--- src/rtl/vec_check_pkg.sv ---
// vec_check_pkg: shared state encoding, default counter width and saturating increment
package vec_check_pkg;
  typedef enum logic [1:0] {RUN = 2'd0, DRAIN = 2'd1, DONE = 2'd2} state_t;
  localparam int ERR_W_DEF = 16;
  function automatic logic [31:0] sat_inc(input logic [31:0] v, input int w);
    logic [31:0] max;
    max = 32'hffff_ffff >> (32 - w);
    return (v >= max) ? v : v + 32'd1;
  endfunction
endpackage

--- src/rtl/delay_pipe.sv ---
// delay_pipe: DEPTH-stage {valid, data} shift register, reset clears valid bits only
module delay_pipe #(
  parameter int DEPTH = 1,
  parameter int W = 8
) (
  input  logic         clock,
  input  logic         reset,
  input  logic         in_valid,
  input  logic [W-1:0] in_data,
  output logic         out_valid,
  output logic [W-1:0] out_data,
  output logic         pending
);
  logic [DEPTH-1:0] vld;
  logic [W-1:0]     dat [DEPTH];
  always_ff @(posedge clock) begin
    if (reset) vld <= '0;
    else vld <= (vld << 1) | DEPTH'(in_valid);
  end
  always_ff @(posedge clock) begin
    dat[0] <= in_data;
    for (int i = 1; i < DEPTH; i++) dat[i] <= dat[i-1];
  end
  assign out_valid = vld[DEPTH-1];
  assign out_data  = dat[DEPTH-1];
  assign pending   = |(vld << 1);
endmodule

--- src/rtl/vec_check_i8.sv ---
// vec_check_i8: streams (a, b, expected) vectors into a DUT and checks its result after a fixed latency
module vec_check_i8
  import vec_check_pkg::*;
#(
  parameter int W = 8,
  parameter int LATENCY = 0,
  parameter int ERR_W = ERR_W_DEF
) (
  input  logic             clock,
  input  logic             reset,
  input  logic             vec_valid,
  output logic             vec_ready,
  input  logic             vec_last,
  input  logic [W-1:0]     vec_a,
  input  logic [W-1:0]     vec_b,
  input  logic [W-1:0]     vec_exp,
  output logic [W-1:0]     dut_a,
  output logic [W-1:0]     dut_b,
  input  logic [W-1:0]     dut_y,
  output logic             fail,
  output logic             finish,
  output logic [ERR_W-1:0] err_count,
  output logic [ERR_W-1:0] chk_count
);
  state_t state, state_n;
  logic acc, p_valid, pending, miss;
  logic [W-1:0] p_exp;
  assign vec_ready = !reset && state == RUN;
  assign acc       = vec_valid && vec_ready;
  assign finish    = state == DONE;
  assign miss      = p_valid && dut_y != p_exp;
  always_comb begin
    state_n = state;
    state_n = (state == RUN && acc && vec_last) ? DRAIN :
              (state == DRAIN && !pending)      ? DONE  : state;
  end
  always_ff @(posedge clock) begin
    if (reset) state <= RUN;
    else state <= state_n;
  end
  always_ff @(posedge clock) begin
    if (reset) begin
      dut_a <= '0;
      dut_b <= '0;
    end else if (acc) begin
      dut_a <= vec_a;
      dut_b <= vec_b;
    end
  end
  always_ff @(posedge clock) begin
    if (reset) begin
      fail      <= 1'b0;
      err_count <= '0;
      chk_count <= '0;
    end else if (p_valid) begin
      chk_count <= ERR_W'(sat_inc(32'(chk_count), ERR_W));
      if (miss) begin
        err_count <= ERR_W'(sat_inc(32'(err_count), ERR_W));
        fail      <= 1'b1;
      end
    end
  end
  delay_pipe #(.DEPTH(LATENCY + 1), .W(W)) u_pipe (
    .clock     (clock),
    .reset     (reset),
    .in_valid  (acc),
    .in_data   (vec_exp),
    .out_valid (p_valid),
    .out_data  (p_exp),
    .pending   (pending)
  );
`ifndef SYNTHESIS
  always @(posedge clock) if (!reset && miss) $display("vec_check_i8: res=%0d exp=%0d differ", $signed(dut_y), $signed(p_exp));
`endif
endmodule

--- config.mk ---
export PLATFORM = sky130hd
export DESIGN_NAME = vec_check_i8
export DESIGN_NICKNAME = d
export VERILOG_FILES = /design/src/rtl/vec_check_pkg.sv /design/src/rtl/delay_pipe.sv /design/src/rtl/vec_check_i8.sv
export SDC_FILE = /design/constraint.sdc
export NUM_CORES = 1
export LEC_CHECK = 0
export CAP_MARGIN = 0
export CORE_MARGIN = 2
export CORE_UTILIZATION = 31
export CTS_BUF_LIST = sky130_fd_sc_hd__clkbuf_8
export CTS_CLUSTER_SIZE = 8
export DETAILED_ROUTE_END_ITERATION = 7
export DONT_BUFFER_PORTS = 1
export PLACE_DENSITY = 0.54
export REMOVE_ABC_BUFFERS = 1
export SLEW_MARGIN = 20
export SYNTH_ARGS = -nofsm -noshare
export SYNTH_HDL_FRONTEND = slang
export SYNTH_SLANG_ARGS = --single-unit
--- constraint.sdc ---
create_clock -name clock -period 4 [get_ports clock]
set_input_delay 0.6 -clock clock [delete_from_list [all_inputs] [get_ports clock]]
set_output_delay 0.6 -clock clock [all_outputs]
set_load 0.02 [all_outputs]
==> results of run 1 <==
==> per-stage QoR <==
stage	setup WS [ns]	instances	utilization	total power, mW	hold WS, ns
2_1_floorplan	1.75	279	-	0.708	0.458
4_1_cts	1.71	401	0.347	1.19	0.274
3_3_place_gp	1.66	385	0.327	0.721	0.469
3_5_place_dp	1.54	385	0.327	0.723	0.484
6_report	1.74	401	0.347	1.16	0.291
5_1_grt	1.56	401	0.347	1.22	0.261
==> routing by layer <==
| layer | vias up | routed length (um) | share of wire | global-route usage |
|---|---|---|---|---|
| li1 | 1046 | - | - | - |
| met1 | 976 | 2740 | 0.46 | 0.165 |
| met2 | 59 | 2680 | 0.45 | 0.212 |
| met3 | 8 | 437 | 0.073 | 0.0498 |
| met4 | 0 | 104 | 0.017 | 0.0714 |
| met5 | - | 0 | 0 | 0 |
==> critical path, stage by stage, from the launching register on <==
cell and delay [ns]:
sky130_fd_sc_hd__dfxtp_1 0.53, sky130_fd_sc_hd__ha_1 0.26, sky130_fd_sc_hd__nand3_2 0.14, sky130_fd_sc_hd__or4_4 0.57, sky130_fd_sc_hd__nor2_4 0.26, sky130_fd_sc_hd__nor4_2 0.10, sky130_fd_sc_hd__mux2_4 0.30
==> cell usage after synthesis (2+ instances only) <==
master / n
sky130_fd_sc_hd__a41oi_1: 2
sky130_fd_sc_hd__o21ai_0: 23
sky130_fd_sc_hd__and4_1: 4
sky130_fd_sc_hd__or4_1: 5
sky130_fd_sc_hd__inv_1: 4
sky130_fd_sc_hd__or3_1: 7
sky130_fd_sc_hd__nor2b_1: 4
sky130_fd_sc_hd__nor2_1: 19
sky130_fd_sc_hd__nor3_1: 5
sky130_fd_sc_hd__xor2_1: 5
sky130_fd_sc_hd__mux2_4: 3
sky130_fd_sc_hd__nand2b_1: 18
sky130_fd_sc_hd__nand3b_1: 2
sky130_fd_sc_hd__nand4_1: 8
sky130_fd_sc_hd__nand3_1: 11
sky130_fd_sc_hd__buf_2: 2
sky130_fd_sc_hd__nor4_2: 2
sky130_fd_sc_hd__nand2_1: 33
sky130_fd_sc_hd__clkbuf_1: 13
sky130_fd_sc_hd__o31ai_1: 7
sky130_fd_sc_hd__ha_1: 2
sky130_fd_sc_hd__mux2i_1: 3
sky130_fd_sc_hd__xnor2_1: 10
sky130_fd_sc_hd__o211ai_1: 3
sky130_fd_sc_hd__and3_1: 5
sky130_fd_sc_hd__a21oi_1: 19
sky130_fd_sc_hd__dfxtp_1: 60
==> worst max-delay path by stage <==
stage	startpoint	endpoint	cells past startpoint
3_5_place_dp	reset	dut_b[4]	3
4_1_cts	err_count[0]	err_count[5]	6
3_3_place_gp	reset	dut_a[3]	3
5_1_grt	state[0]	dut_a[2]	3
6_report	err_count[0]	err_count[5]	6
2_1_floorplan	dut_y[5]	err_count[6]	5
==> power breakdown <==
part           leakage (nW)  total, mW  switching, mW  internal, mW
clock network         0.101      0.456          0.225         0.231
logic                 0.324     0.0501         0.0272        0.0229
registers             0.490      0.659         0.0382         0.620
total                 0.915       1.16          0.291         0.874
==> cell families after synthesis <==
kind of cell | count (synthesis) | share of synthesized area
and+or+nand+nor | 130 | 0.274
AOI/OAI and AO/OA | 62 | 0.143
DFF | 60 | 0.462
buffers and inverters | 20 | 0.0327
xor gates and xnor gates | 15 | 0.0505
muxes | 6 | 0.0288
adders and majority gates | 2 | 0.00961
==> state kept, by name (all words and copies together) (netlist names) <==
register and count:
fail 1, chk_count 16, state 2, err_count 16
dut_a 8, dut_b 8, u_pipe.dat 8, u_pipe.out_valid 1
==> cells in the final DEF (no fill, tap or decap), types with 3 or more instances in the layout <==
cell / n
sky130_fd_sc_hd__dfxtp_1: 60
sky130_fd_sc_hd__nand2_1: 33
sky130_fd_sc_hd__o21ai_0: 23
sky130_fd_sc_hd__a21oi_1: 19
sky130_fd_sc_hd__nor2_1: 19
sky130_fd_sc_hd__nand2b_1: 18
sky130_fd_sc_hd__nand3_1: 11
sky130_fd_sc_hd__xnor2_1: 10
sky130_fd_sc_hd__clkbuf_8: 10
sky130_fd_sc_hd__inv_1: 8
sky130_fd_sc_hd__nand4_1: 8
sky130_fd_sc_hd__o31ai_1: 7
sky130_fd_sc_hd__or3_1: 7
sky130_fd_sc_hd__nor3_1: 5
sky130_fd_sc_hd__or4_1: 5
sky130_fd_sc_hd__and3_1: 5
sky130_fd_sc_hd__xor2_1: 5
sky130_fd_sc_hd__nor2b_1: 4
sky130_fd_sc_hd__and4_1: 4
sky130_fd_sc_hd__mux2i_1: 3
sky130_fd_sc_hd__mux2_4: 3
sky130_fd_sc_hd__o211ai_1: 3
==> cell type report <==
cell class	count	area (um^2)	share of cell area
sequential	60	1200	0.424
inverter	4	15.0	0.00530
clock buffer	10	138	0.0486
multi-input combinational	215	1320	0.464
clock inverter	6	25.0	0.00883
tap	105	131	0.0464
timing repair buffer	1	7.51	0.00265
==> results.txt, run 1 <==
Dividing the final minimum period by the clock period gives 0.566. The count of clock tree sinks came out at 60. TritonCTS built the clock tree.

The die span in x is around 96 um. The worst clock skew is 0.00842 ns. The data required time at the worst endpoint came out at between 4 and 5 ns. The final layout contains between 300 and 400 nets. The count of final hold-check violations is 0. Summing all non-filler instances in the final layout gives an area of ~0.0028 mm^2. The floorplan has 33 rows. The area growth from synthesis to layout is 8.89%.

The maximum achievable frequency came out at approximately 440 MHz. The master cell of the clock root buffer is sky130_fd_sc_hd__clkbuf_8. The synthesized area per cell is ~8.8 um^2. Entering global routing, the biggest net connects 57 pins. The number of iterations in the first detailed-routing pass came out at 4. The placed wire-length estimate is around 4000 um. The wire length of the first global-routing pass came out at approximately 9600 um. For the worst setup path, the data arrival time is around 2.5 ns.

The overall fraction of global-route tracks in use is 0.137. The number of placed I/O pins came out at 87. The tightest min-delay check is of the input port to flip-flop type. The clock reaches the later pin of the worst-skew pair after ~0.33 ns. Summed over all instances, the cell type with the most area after synthesis is sky130_fd_sc_hd__dfxtp_1. The async set or reset register ratio after synthesis is 0. The worst hold path terminates at u_pipe.dat[0][3]. The starting density of the core came out at 0.318.

The core region is between 0.008 and 0.009 mm^2. Buffers added to address setup during post-CTS repair amount to 0. The power per unit of standard cell area is 411 mW/mm^2. The final routed DRC violation total is 0. In the routed layout, each cell is associated on average with a via count of about 5.2. The filler cell count in the final layout is between 800 and 900. The startpoint identified for the worst register-to-register timing path is err_count[0]. At the pin with the least slew margin, the transition time is just over 0.9 ns. The origin of the worst min-delay path is vec_exp[3]. The setup check on the worst reg-to-reg path leaves a slack of 1.74 ns. The worst relative slew slack came out at 0.377. The placer's final routability congestion estimate is approximately 0.77.

The initial antenna violation count was 0. The worst hold path passes through 0 cells. The number of maximum-capacitance violations came out at 0. Setup repair after global routing left no endpoint under its margin. The synthesized design contains 0 enable-type register cells. The average wire per cell in the routed design is 14.9 um. The total number of vias came out at approximately 2,100.

The run finished with clean final reports. The number of buffers added on ports is 0. The H-tree depth reported by CTS is 3. The maximum fanout encountered on the critical timing path came out at 11. Hold repair after CTS inserted 0 buffers. The number of warnings issued by yosys came out at 0. The detailed router finished its first iteration with 49 violations.

The instance area after placement came out at roughly 0.0027 mm^2. The highest ir drop seen on vdd came out at roughly 140 uV. The full die area came out at 0.00914 mm^2. The worst setup path is captured at a flip-flop. The time the final worst path needs with I/O delays and setup came out at about 2.3 ns. Counting every instance in the synthesized netlist gives 295. The setup path with the least slack is of type flip-flop to flip-flop.

Setup violations remaining at the end of the flow were counted as 0. The global-route congestion overflow total is 0. The endpoint identified for the worst register-to-register timing path is err_count[5]. The maximum clock insertion buffer count is 2. The clock input transition at the sequential cells of the worst setup and hold paths is 0.07 ns. The count of antenna-violating nets left after detailed routing is 0. The flop and latch count out of synthesis is 60. The proportion of layout cells with a drive suffix above 1 came out at 0.0811. The count of cells resized by post-cts repair is 0. By area the synthesized netlist is led by sky130_fd_sc_hd__dfxtp_1 (46%), sky130_fd_sc_hd__nand2_1 (4.8%), sky130_fd_sc_hd__o21ai_0 (4.4%). The worst setup path is launched from a flip-flop. 0 antenna diodes ended up in the layout. The die boundary height is between 90 and 100 um. In the synthesized netlist the dominant register cell turns out to be sky130_fd_sc_hd__dfxtp_1. The depth of the worst register-to-register path is 6.

Of the post-synthesis cell area, the dominant cell type holds 0.462. The via count of the first global-routing pass came out at 1,987. The total routed wirelength is just under 6000 um.

The cell area after technology mapping is roughly 0.0026 mm^2. The max-slew violation total from the final report is 0. The count of cell types in the netlist came out at 43.

The portion of the post-synthesis area used by sequential elements is 0.462. The number of CTS-inserted buffers is 9. The final-layout setup total negative slack came out at 0 ns. The leakage dissipation is just over 0.9 nW.
Note: power is estimated with default switching activity, not from simulation.
==> inputs of run 2 (changes only) <==
==> constraint.sdc (replaced) <==
create_clock -name clock -period 2.3 [get_ports clock]
set_input_delay 0.345 -clock clock [delete_from_list [all_inputs] [get_ports clock]]
set_output_delay 0.345 -clock clock [all_outputs]
set_load 0.02 [all_outputs]
==> results.txt, run 2 (synthesized netlist as in run 1, its figures left out) <==
The placed wire-length estimate is 4040 um (was 4080 um). The proportion of layout cells with a drive suffix above 1 came out at 0.127 (was 0.0811). The final antenna diode count was 0 (unchanged).

The highest ir drop seen on vdd is 289 uV (was 139 uV). The number of CTS-inserted buffers was 9 (unchanged). The number of maximum-capacitance violations is 0 (unchanged). The H-tree depth reported by CTS is 3 (unchanged). The number of hold-repair buffers added at the cts stage came out at 0 (unchanged). The die span in x is 95.6 um (unchanged).

The leakage dissipation is 0.978 nW (was 0.915 nW). The final-layout setup total negative slack is 0 ns (unchanged). The average wire per cell in the routed design is 14.0 um (was 14.9 um).

The initial antenna violation count came out at 0 (unchanged). The clock tree from TritonCTS is done (unchanged). The reg-to-reg critical path endpoint is err_count[5] (unchanged).

The number of placed I/O pins came to 87 (unchanged). The clock latency on the worst-skew pair came to 0.33 ns (about the same). The count of final hold-check violations came out at 0 (unchanged). The count of clock tree sinks is 60 (unchanged).

The critical path launch point is err_count[2] (was err_count[0]). Commonest non-fill, non-tap cells in the layout: sky130_fd_sc_hd__dfxtp_1 (60), sky130_fd_sc_hd__nand2_1 (33), sky130_fd_sc_hd__o21ai_0 (23) (unchanged). Top Registers: chk_count (16), err_count (16) (unchanged). The wire length of the first global-routing pass is 9150 um (was 9600 um). The overall fraction of global-route tracks in use was 0.130 (was 0.137).

Unrepaired setup endpoints after global routing: false (unchanged). The setup slack of the worst register-to-register path came out at 0.24 ns (was 1.74 ns). The most common library cell in the layout ignoring fill and taps is sky130_fd_sc_hd__dfxtp_1 (unchanged). The maximum clock insertion buffer count is 2 (unchanged). The instance area after placement came out at 0.00277 mm^2 (was 0.00267 mm^2). The number of standard-cell rows in the floorplan came out at 33 (unchanged). The die boundary height came out at 95.6 um (unchanged). The count of antenna-violating nets left after detailed routing was 0 (unchanged). The nature of the critical path startpoint is a flip-flop (unchanged). The arrival time at the worst endpoint came out at 2.28 ns (was 2.48 ns).

The count of cells resized by post-cts repair is 0 (unchanged). The final setup violation count came out at 0 (unchanged). The number of iterations in the first detailed-routing pass was 4 (unchanged). The maximum fanout encountered on the critical timing path came to 11 (unchanged). The worst hold path class is input port to flip-flop (unchanged). The placer's final routability congestion estimate is 0.769 (was 0.768). The transition at the pin with the smallest max-transition slack came out at 0.452 ns (was 0.934 ns).

The depth of the worst register-to-register path is 5 (was 6). The classification of the worst setup path is flip-flop to flip-flop (unchanged). The final routed DRC violation total was 0 (unchanged). The via count of the first global-routing pass came out at 1,942 (was 1,987). The end of the critical path was err_count[5] (unchanged). The total number of vias came out at 2,099 (was 2,089). The max-slew violation total from the final report is 0 (unchanged). The kind of capture point of the worst setup path is a flip-flop (unchanged). The growth of design area from synthesis to finish came out at 13.1% (was 8.89%).

The start of the worst register-to-register path is err_count[2] (was err_count[0]). The global-route congestion overflow total was 0 (unchanged). The clock input transition at the sequential cells of the worst setup and hold paths was 0.07 ns (about the same). The maximum achievable frequency came to 484 MHz (was 442 MHz). The iteration-0 DRC count of the detailed router came out at 45 (was 49). The filler cell count in the final layout is 855 (was 866). The time the final worst path needs with I/O delays and setup is 2.06 ns (was 2.26 ns). The full die area is 0.00914 mm^2 (unchanged). The maximum number of pins on one net before global-route repair is 57 (unchanged). The worst relative slew slack is 0.695 (was 0.377). The post-route standard cell area excluding fillers is 0.00294 mm^2 (was 0.00283 mm^2).

The share of the cycle needed by the critical path after routing came out at 0.898 (was 0.566). The starting density of the core came out at 0.318 (unchanged). The number of buffers added on ports came out at 0 (unchanged). The worst clock skew came out at 0.00945 ns (was 0.00842 ns).

The data required time at the worst endpoint came out at 2.51 ns (was 4.22 ns). The power per unit of standard cell area is 714 mW/mm^2 (was 411 mW/mm^2). Run status: finished clean (unchanged). The final-stage net count came out at 342 (was 329). The master cell of the clock root buffer is sky130_fd_sc_hd__clkbuf_8 (unchanged). The area of the core region is 0.00818 mm^2 (unchanged).

The total routed wirelength came out at 5780 um (was 5960 um). The count of buffers added by post-CTS timing repair for setup was 0 (unchanged). The mean number of vias per cell is 5.09 (was 5.21).
[run 2: cell types whose count changed in the layout (fill, tap and decap cells not counted)]
cell                       delta
sky130_fd_sc_hd__inv_1        -4
sky130_fd_sc_hd__clkbuf_8     +2
sky130_fd_sc_hd__buf_4       +13
[run 2: how the worst min path moves through the flow]
stage / startpoint / to / slack (ns) / cells past startpoint
2_1_floorplan: vec_exp[0] / u_pipe.dat[0][0] / 0.37 / 0
6_report: vec_exp[6] / u_pipe.dat[0][6] / 0.04 / 0
4_1_cts: vec_exp[6] / u_pipe.dat[0][6] / 0.02 / 0
5_1_grt: vec_exp[6] / u_pipe.dat[0][6] / 0.009 / 0
3_5_place_dp: vec_exp[2] / u_pipe.dat[0][2] / 0.37 / 0
3_3_place_gp: vec_exp[7] / u_pipe.dat[0][7] / 0.37 / 0
[run 2: power breakdown]
group	switching [mW]	internal (mW)
logic	0.0566	0.0472
clock network	0.396	0.464
registers	0.0586	1.08
total	0.511	1.59
[run 2: per-stage QoR]
stage | util | hold WS, ns | instances | total power, mW | setup WS (ns)
after floorplan | - | 0.373 | 279 | 1.23 | 0.204
after global placement | 0.339 | 0.373 | 398 | 1.26 | 0.279
after detailed placement | 0.339 | 0.373 | 398 | 1.27 | 0.247
after CTS | 0.360 | 0.0157 | 412 | 2.15 | 0.246
after global routing | 0.360 | 0.00898 | 412 | 2.20 | 0.143
final | 0.360 | 0.0363 | 412 | 2.10 | 0.235
[run 2: final cells by class]
type	instances	area [um^2]	share of cell area
Inverter	4	15.0	0.00510
Clock buffer	12	165	0.0561
Sequential cell	60	1200	0.408
Timing Repair Buffer	14	105	0.0357
Tap cell	105	131	0.0446
Clock inverter	2	10.0	0.00340
Multi-Input combinational cell	215	1320	0.447
[run 2: worst max-delay path, stage by stage (launching register included)]
cell and delay [ns]:
sky130_fd_sc_hd__dfxtp_1 0.53, sky130_fd_sc_hd__nand3_2 0.20, sky130_fd_sc_hd__or4_4 0.57, sky130_fd_sc_hd__nor2_4 0.25, sky130_fd_sc_hd__nor4_2 0.10, sky130_fd_sc_hd__mux2_4 0.30
[run 2: routing by layer]
layer	global-route usage	vias to the layer above	part of all wire
li1	-	1067	-
met1	0.164	952	0.46
met2	0.198	72	0.44
met3	0.0419	8	0.081
met4	0.0643	0	0.017
met5	0	-	0
==> inputs of run 3 (changes only) <==
--- a/config.mk
+++ b/config.mk
@@ -5,6 +5,7 @@
 export SDC_FILE = /design/constraint.sdc
 export NUM_CORES = 1
 export LEC_CHECK = 0
+export ABC_AREA = 1
 export CAP_MARGIN = 0
 export CORE_MARGIN = 2
 export CORE_UTILIZATION = 31
==> results.txt, run 3 <==
The proportion of layout cells with a drive suffix above 1 is 0.129 (was 0.127). The die span in x is 103 um (was 95.6 um). The power per unit of standard cell area is 628 mW/mm^2 (was 714 mW/mm^2).

The share of the core filled with cells is 0.380 (was 0.360). The initial antenna violation count is 1 (was 0). The flip-flop cell with the highest count after synthesis is sky130_fd_sc_hd__dfxtp_1 (unchanged). The internal power came to 1.62 mW (was 1.59 mW). The switching power total is 599 uW (was 511 uW). The cell depth of the worst hold path is 0 (unchanged). The number of enable flip-flop cells after synthesis came out at 0 (unchanged). The placer's final routability congestion estimate came out at 0.856 (was 0.769). The total number of vias is 2,824 (was 2,099). The clock tree from TritonCTS was done (unchanged). The number of buffers added on ports came out at 0 (unchanged).

The growth of design area from synthesis to finish is 17.7% (was 13.1%). The highest-delay cell along the critical path is sky130_fd_sc_hd__nor2_1 (was sky130_fd_sc_hd__or4_4). The count of clock tree sinks is 60 (unchanged).

The data required time at the worst endpoint is 2.57 ns (was 2.51 ns). The transition at the pin with the smallest max-transition slack is 0.900 ns (was 0.452 ns). The max-slew violation total from the final report was 0 (unchanged). The die boundary height came out at 103 um (was 95.6 um). The leakage dissipation came to 1.46 nW (was 0.978 nW). The highest ir drop seen on vdd came out at 296 uV (was 289 uV). The via count of the first global-routing pass came out at 2,852 (was 1,942). The total routed wirelength came to 7490 um (was 5780 um). Unrepaired setup endpoints after global routing: false (unchanged).

Most numerous cell types in the synthesized netlist: sky130_fd_sc_hd__nand2_1 (162), sky130_fd_sc_hd__dfxtp_1 (60), sky130_fd_sc_hd__inv_1 (47) (was sky130_fd_sc_hd__dfxtp_1 (60), sky130_fd_sc_hd__nand2_1 (33), sky130_fd_sc_hd__o21ai_0 (23)). The full die area came to 0.0105 mm^2 (was 0.00914 mm^2). The count of final hold-check violations is 0 (unchanged). Top Registers: chk_count (16), err_count (16) (unchanged). The flop and latch count out of synthesis came out at 60 (unchanged).

The origin of the worst min-delay path is vec_exp[6] (unchanged). The sequential share of power is 0.507 (was 0.541). The count of cell types in the netlist was 30 (was 43).

The overall fraction of global-route tracks in use came out at 0.156 (was 0.130). The number of warnings issued by yosys was 0 (unchanged). The portion of the post-synthesis area used by sequential elements was 0.399 (was 0.462).

The worst clock skew is 0.00932 ns (was 0.00945 ns). The nature of the critical path startpoint is a flip-flop (unchanged). The number of placed I/O pins is 87 (unchanged).

The final-stage net count is 514 (was 342). The mean number of vias per cell came out at 4.62 (was 5.09). The cell area after technology mapping came out at 0.00301 mm^2 (was 0.00260 mm^2). The H-tree depth reported by CTS is 3 (unchanged). The number of CTS-inserted buffers is 9 (unchanged). The setup slack of the worst register-to-register path is 0.33 ns (was 0.24 ns). The reg-to-reg critical path endpoint is chk_count[10] (was err_count[5]). The placed wire-length estimate came to 5410 um (was 4040 um). The most common library cell in the layout ignoring fill and taps is sky130_fd_sc_hd__nand2_1 (was sky130_fd_sc_hd__dfxtp_1). The library cell occupying the most area in the post-synthesis netlist is sky130_fd_sc_hd__dfxtp_1 (unchanged). The largest stage delay on the critical path is 0.68 ns (was 0.57 ns). The synthesized area per cell is 6.72 um^2 (was 8.82 um^2). The kind of capture point of the worst setup path is a flip-flop (unchanged). Cells taking the most area after synthesis: sky130_fd_sc_hd__dfxtp_1 (40%), sky130_fd_sc_hd__nand2_1 (20%), sky130_fd_sc_hd__inv_1 (5.9%) (was sky130_fd_sc_hd__dfxtp_1 (46%), sky130_fd_sc_hd__nand2_1 (4.8%), sky130_fd_sc_hd__o21ai_0 (4.4%)). The maximum fanout encountered on the critical timing path was 14 (was 11). The start of the worst register-to-register path is chk_count[0] (was err_count[2]). Commonest non-fill, non-tap cells in the layout: sky130_fd_sc_hd__nand2_1 (162), sky130_fd_sc_hd__dfxtp_1 (60), sky130_fd_sc_hd__inv_1 (47) (was sky130_fd_sc_hd__dfxtp_1 (60), sky130_fd_sc_hd__nand2_1 (33), sky130_fd_sc_hd__o21ai_0 (23)). The clock input transition at the sequential cells of the worst setup and hold paths came to 0.07 ns (about the same). The maximum number of pins on one net before global-route repair is 35 (was 57).

The clock latency on the worst-skew pair is 0.34 ns (was 0.33 ns). The share of power burned in combinational logic is 0.058 (was 0.049). The count of cells resized by post-cts repair came out at 0 (unchanged).

The starting density of the core came out at 0.323 (was 0.318). The number of iterations in the first detailed-routing pass came out at 4 (unchanged). The synthesized netlist cell count is 448 (was 295).

The count of antenna-violating nets left after detailed routing is 0 (unchanged). The maximum achievable frequency is 507 MHz (was 484 MHz). The share of the cycle needed by the critical path after routing came to 0.858 (was 0.898).

The number of standard-cell rows in the floorplan came out at 35 (was 33). The average wire per cell in the routed design came to 12.3 um (was 14.0 um). The fraction of post-synthesis cell area in the top cell type by area was 0.399 (was 0.462). The count of buffers added by post-CTS timing repair for setup was 0 (unchanged).

The critical path launch point is chk_count[0] (was err_count[2]). The filler cell count in the final layout came out at 1,014 (was 855). Cell breakdown of the critical path: ha_1 > inv_1 > nor2_2 > nand2_2 > nor2_1 > nor2_1 > nand2_1 > nand2_1 > nand2_1 > nor2_1 (was nand3_2 > or4_4 > nor2_4 > nor4_2 > mux2_4). The iteration-0 DRC count of the detailed router is 49 (was 45). The worst hold path endpoint is u_pipe.dat[0][6] (unchanged). The wire length of the first global-routing pass was 12,900 um (was 9150 um). The final-layout setup total negative slack is 0 ns (unchanged). The fraction of power spent switching nets is 0.269 (was 0.243). The clock network fraction of total power is 0.434 (was 0.409). The global-route congestion overflow total is 0 (unchanged). The maximum clock insertion buffer count came out at 2 (unchanged). The final routed DRC violation total was 0 (unchanged). The classification of the worst setup path is flip-flop to flip-flop (unchanged).

The area of the core region came out at 0.00933 mm^2 (was 0.00818 mm^2). The master cell of the clock root buffer is sky130_fd_sc_hd__clkbuf_8 (unchanged). Run status: finished clean (unchanged). The cell with the most instances after synthesis is sky130_fd_sc_hd__nand2_1 (was sky130_fd_sc_hd__dfxtp_1). The final setup violation count is 0 (unchanged).

The depth of the worst register-to-register path was 10 (was 5). The number of maximum-capacitance violations is 0 (unchanged). The worst hold path class is input port to flip-flop (unchanged). The async set or reset register ratio after synthesis is 0 (unchanged). The arrival time at the worst endpoint is 2.25 ns (was 2.28 ns). The time the final worst path needs with I/O delays and setup is 1.97 ns (was 2.06 ns). The worst relative slew slack is 0.398 (was 0.695).
-- run 3: cell types whose count changed in the layout (fill, tap and decap cells not counted), sizes merged, moves of 8 or more --
cell,before,now
nand3,12,20
nand2,34,166
nand4,8,18
a21oi,19,29
buf,14,30
inv,4,50
nor2,21,41
nand2b,18,0
-- run 3: cells by family after synthesis --
kind of cell / after synthesis / share of synthesized area
simple gates: 258 / 0.377
buf+inv: 63 / 0.0852
flops: 60 / 0.399
compound gates: 51 / 0.0894
xor+xnor: 14 / 0.0407
fa+ha+maj: 2 / 0.00831
-- run 3: area by class of cell --
type                    count  area (um^2)  share of cell area
multi-input cells         325         1550               0.438
inverters                  48          180              0.0509
flip-flops and latches     60         1200               0.339
clock buffers               9          124              0.0350
clock inverters             7         75.1              0.0212
diodes                      1         2.50            0.000707
well taps                 129          161              0.0456
repair buffers             32          245              0.0693
-- run 3: metrics by stage --
stage | cells | power, mW | cell area (um^2) | worst slack [ns] | hold slack [ns]
final | 611 | 2.22 | 3540 | 0.327 | 0.0346
after floorplan | 433 | 1.24 | 2930 | 0.534 | 0.373
after detailed placement | 592 | 1.28 | 3320 | 0.295 | 0.373
after global routing | 611 | 2.35 | 3540 | 0.155 | 0.000416
after CTS | 610 | 2.27 | 3540 | 0.271 | 0.00320
after global placement | 592 | 1.28 | 3320 | 0.398 | 0.373
-- run 3: power by group through the flow --
stage	combinational, mW	clock [mW]	sequential [mW]
after floorplan	0.0825	0	1.16
after global placement	0.125	0	1.15
after detailed placement	0.129	0	1.15
after CTS	0.132	1.01	1.13
after global routing	0.152	1.06	1.13
final	0.130	0.966	1.13
-- run 3: timing repair --
action / in CTS / in global routing
endpoints found under the setup margin: 0 / 0
hold endpoints to repair: 2 / 0
hold buffers: 2 / 0
-- run 3: worst max-delay path: cells and delay by family (launching register included) --
family | cells | cell delay, ns
fa+ha+maj | 1 | 0.22
simple gates | 8 | 1.30
flops | 1 | 0.32
buf+inv | 1 | 0.09
-- run 3: how the worst max path moves through the flow --
stage | end | slack [ns] | cells past startpoint
after floorplan | chk_count[10] | 0.53 | 9
after global placement | chk_count[10] | 0.40 | 9
after detailed placement | chk_count[10] | 0.30 | 10
after CTS | chk_count[10] | 0.27 | 10
after global routing | chk_count[10] | 0.16 | 10
final | chk_count[10] | 0.33 | 10
-- run 3: layer usage --
layer / routed length, um / part of all wire / GRT usage / vias to the layer above
met1: 3270 / 0.44 / 0.178 / 1257
met4: 127 / 0.017 / 0.0554 / 0
met2: 3520 / 0.47 / 0.267 / 80
met5: 0 / 0 / 0 / -
met3: 571 / 0.076 / 0.0583 / 11
li1: - / - / - / 1476
==> variant: new RTL, settings of run 2 <==
The 3 states of `state_t` get a one-hot encoding in 3 bits.
--- a/src/rtl/vec_check_pkg.sv
+++ b/src/rtl/vec_check_pkg.sv
@@ -2,3 +2,3 @@
 package vec_check_pkg;
-  typedef enum logic [1:0] {RUN = 2'd0, DRAIN = 2'd1, DONE = 2'd2} state_t;
+  typedef enum logic [2:0] {RUN = 3'b001, DRAIN = 3'b010, DONE = 3'b100} state_t;
   localparam int ERR_W_DEF = 16;
Behaviour: no difference found for any inputs over 10 cycles, from zero or initial values and one cycle with reset high; not proved beyond that.
==> variant against run 2 <==
- final area fell by 0.17%
- routed wire length rose by 4.6%
- total power down 0.22%
- sequential cell count increased by 1
- worst hold slack worse by 6.5 ps
- area after synthesis decreased by 1.7%
- setup slack better by 160 ps
- count of clock-buffer cells in the layout is 3 lower
==> variant: results (changes against run 2) <==
| Metric | Value |
|---|---|
| Status | `finished, final reports clean` |
| Clock power share | `0.416 (+0.007)` |
| Place WS | `260.7 ps (+13.54 ps)` |
| GP Congestion | `0.7537 (-2.0%)` |
| Layout cells sized above 1 | `0.1171 (-0.009947)` |
| Placed Area | `0.002765 mm² (-0.14%)` |
| Final HPWL DP | `4160 µm (+3.1%)` |
| R2R setup slack | `400 ps (+160 ps)` |
| Placed cell count | `408 (+2.5%)` |
| Fin cells | `421 (+2.2%)` |
| Vias in the first global route | `2070 (+6.6%)` |
| Via-to-Cell Ratio | `5.116 (+0.43%)` |
| Sequential share of the synthesized area | `0.4773 (+0.01572)` |
| TritonRoute pass-1 iters | `6 (+2)` |
| Mapped Cells | `298 (+1.0%)` |
| # diodes | `0 (unchanged)` |
| Crit path max-delay family | `simple AND/OR/NAND/NOR gates` |
| Nets | `352 (+2.9%)` |
| Combinational gate power | `0.0979 mW (-6%)` |
| Hold-critical path depth | `0 (unchanged)` |
| Filler instances | `876 (+2.5%)` |
| Slowest-stage cell, CP | `dfxtp_1` |
| Commonest cells post-synth | `dfxtp_1 (61), nand2_1 (42), a21oi_1 (33)` |
| Top Registers | `chk_count x16, err_count x16` |
| Clock skew | `9.037 ps (-0.4090 ps)` |
| M2 GR Usage | `0.2134 (+0.01580)` |
| Critical Path Source | `chk_count[4]` |
| Met3 Track Usage GR | `0.05028 (+0.008382)` |
| Internal power | `1.605 mW (+0.94%)` |
| R2R depth | `5 (unchanged)` |
| Met1 usage | `0.1813 (+0.01756)` |
| WP data arrival | `2170 ps (-110 ps)` |
| Post-synth ARST share | `0 (unchanged)` |
| Total track usage | `0.1433 (+0.01375)` |
| Inserted Clock Buffers | `9 (unchanged)` |
| Global-route wire length before repair | `9991 µm (+9.2%)` |
| Maximum vdd drop | `0.0002895 V (+0.14%)` |
| Initial antenna violation count | `0 (unchanged)` |
| Warnings from Yosys | `0 (unchanged)` |
| Logic gate share of total power | `0.047 (-0.002)` |
| Final instance area | `0.002939 mm² (-0.17%)` |
| Initial DRC Count | `82 (+82%)` |
| Leak | `0.9954 nW (+1.8%)` |
| Clk slew on worst S/H paths | `70 ps (about the same)` |
| Clk_lat worst skew | `330 ps (about the same)` |
| Distinct cell type count after synthesis | `38 (-12%)` |
| Hold Crit Class | `input port to flip-flop` |
| Crit Path Max Fanout | `8 (-3)` |
| Largest net degree at the start of global routing | `58 (+1.8%)` |
| Number of I/O port buffers | `0 (unchanged)` |
| Synth top area cells | `dfxtp_1 (48%), a21oi_1 (6.5%), nand2_1 (6.2%), xnor2_1 (4.4%), or3_1 (3.4%)` |
| Final wirelength | `6043 µm (+4.6%)` |
| Worst rel slew slack | `0.3944 (-0.3004)` |
| Worst Setup EP | `chk_count[14]` |
| Worst Slack Setup Final | `399.9 ps (+164.5 ps)` |
[variant: changes by cell type in the layout (fill, tap and decap cells not counted), sizes merged, moves of 6 or more]
cell / change
nand2b: -15
a21oi: +14
nand2: +8
nand4: +7
o21ai: -7
o31ai: -7
or3: +7
or4: -6
[variant: kinds of logic after synthesis]
| logic type | Yosys count | synth area share |
|---|---|---|
| and+or+nand+nor | 132 | 0.2694 |
| DFF | 61 | 0.4773 |
| AOI/OAI and AO/OA | 60 | 0.1281 |
| buffers and inverters | 20 | 0.03374 |
| xor gates and xnor gates | 19 | 0.06504 |
| muxes | 4 | 0.01663 |
| adders and majority gates | 2 | 0.009778 |
[variant: how the worst min path moves through the flow]
stage                     startpoint          endpoint  slack, ps
after detailed placement  vec_exp[1]  u_pipe.dat[0][1]        370
final                     vec_exp[7]  u_pipe.dat[0][7]         30
after global placement    vec_exp[1]  u_pipe.dat[0][1]        370
after floorplan           vec_exp[0]  u_pipe.dat[0][0]        370
after CTS                 vec_exp[7]  u_pipe.dat[0][7]         10
after global routing      vec_exp[6]  u_pipe.dat[0][6]          9
[variant: metal layers]
layer	vias up	share of wire
met4	0	0.019
li1	1090	-
met3	8	0.076
met2	64	0.44
met1	992	0.47
met5	-	0
[variant: repair_timing]
action / in CTS / in global routing
buffers inserted: 0 / 0
resized for setup: 0 / 1
setup endpoints to repair: 0 / 3
hold endpoints to repair: 0 / 0
[variant: area by class of cell]
type / instances / area share
clock buffers: 9 / 0.04215
clock inverters: 4 / 0.01490
inverters: 7 / 0.008940
multi-input cells: 217 / 0.4278
flip-flops and latches: 61 / 0.4155
well taps: 105 / 0.04470
repair buffers: 18 / 0.04598
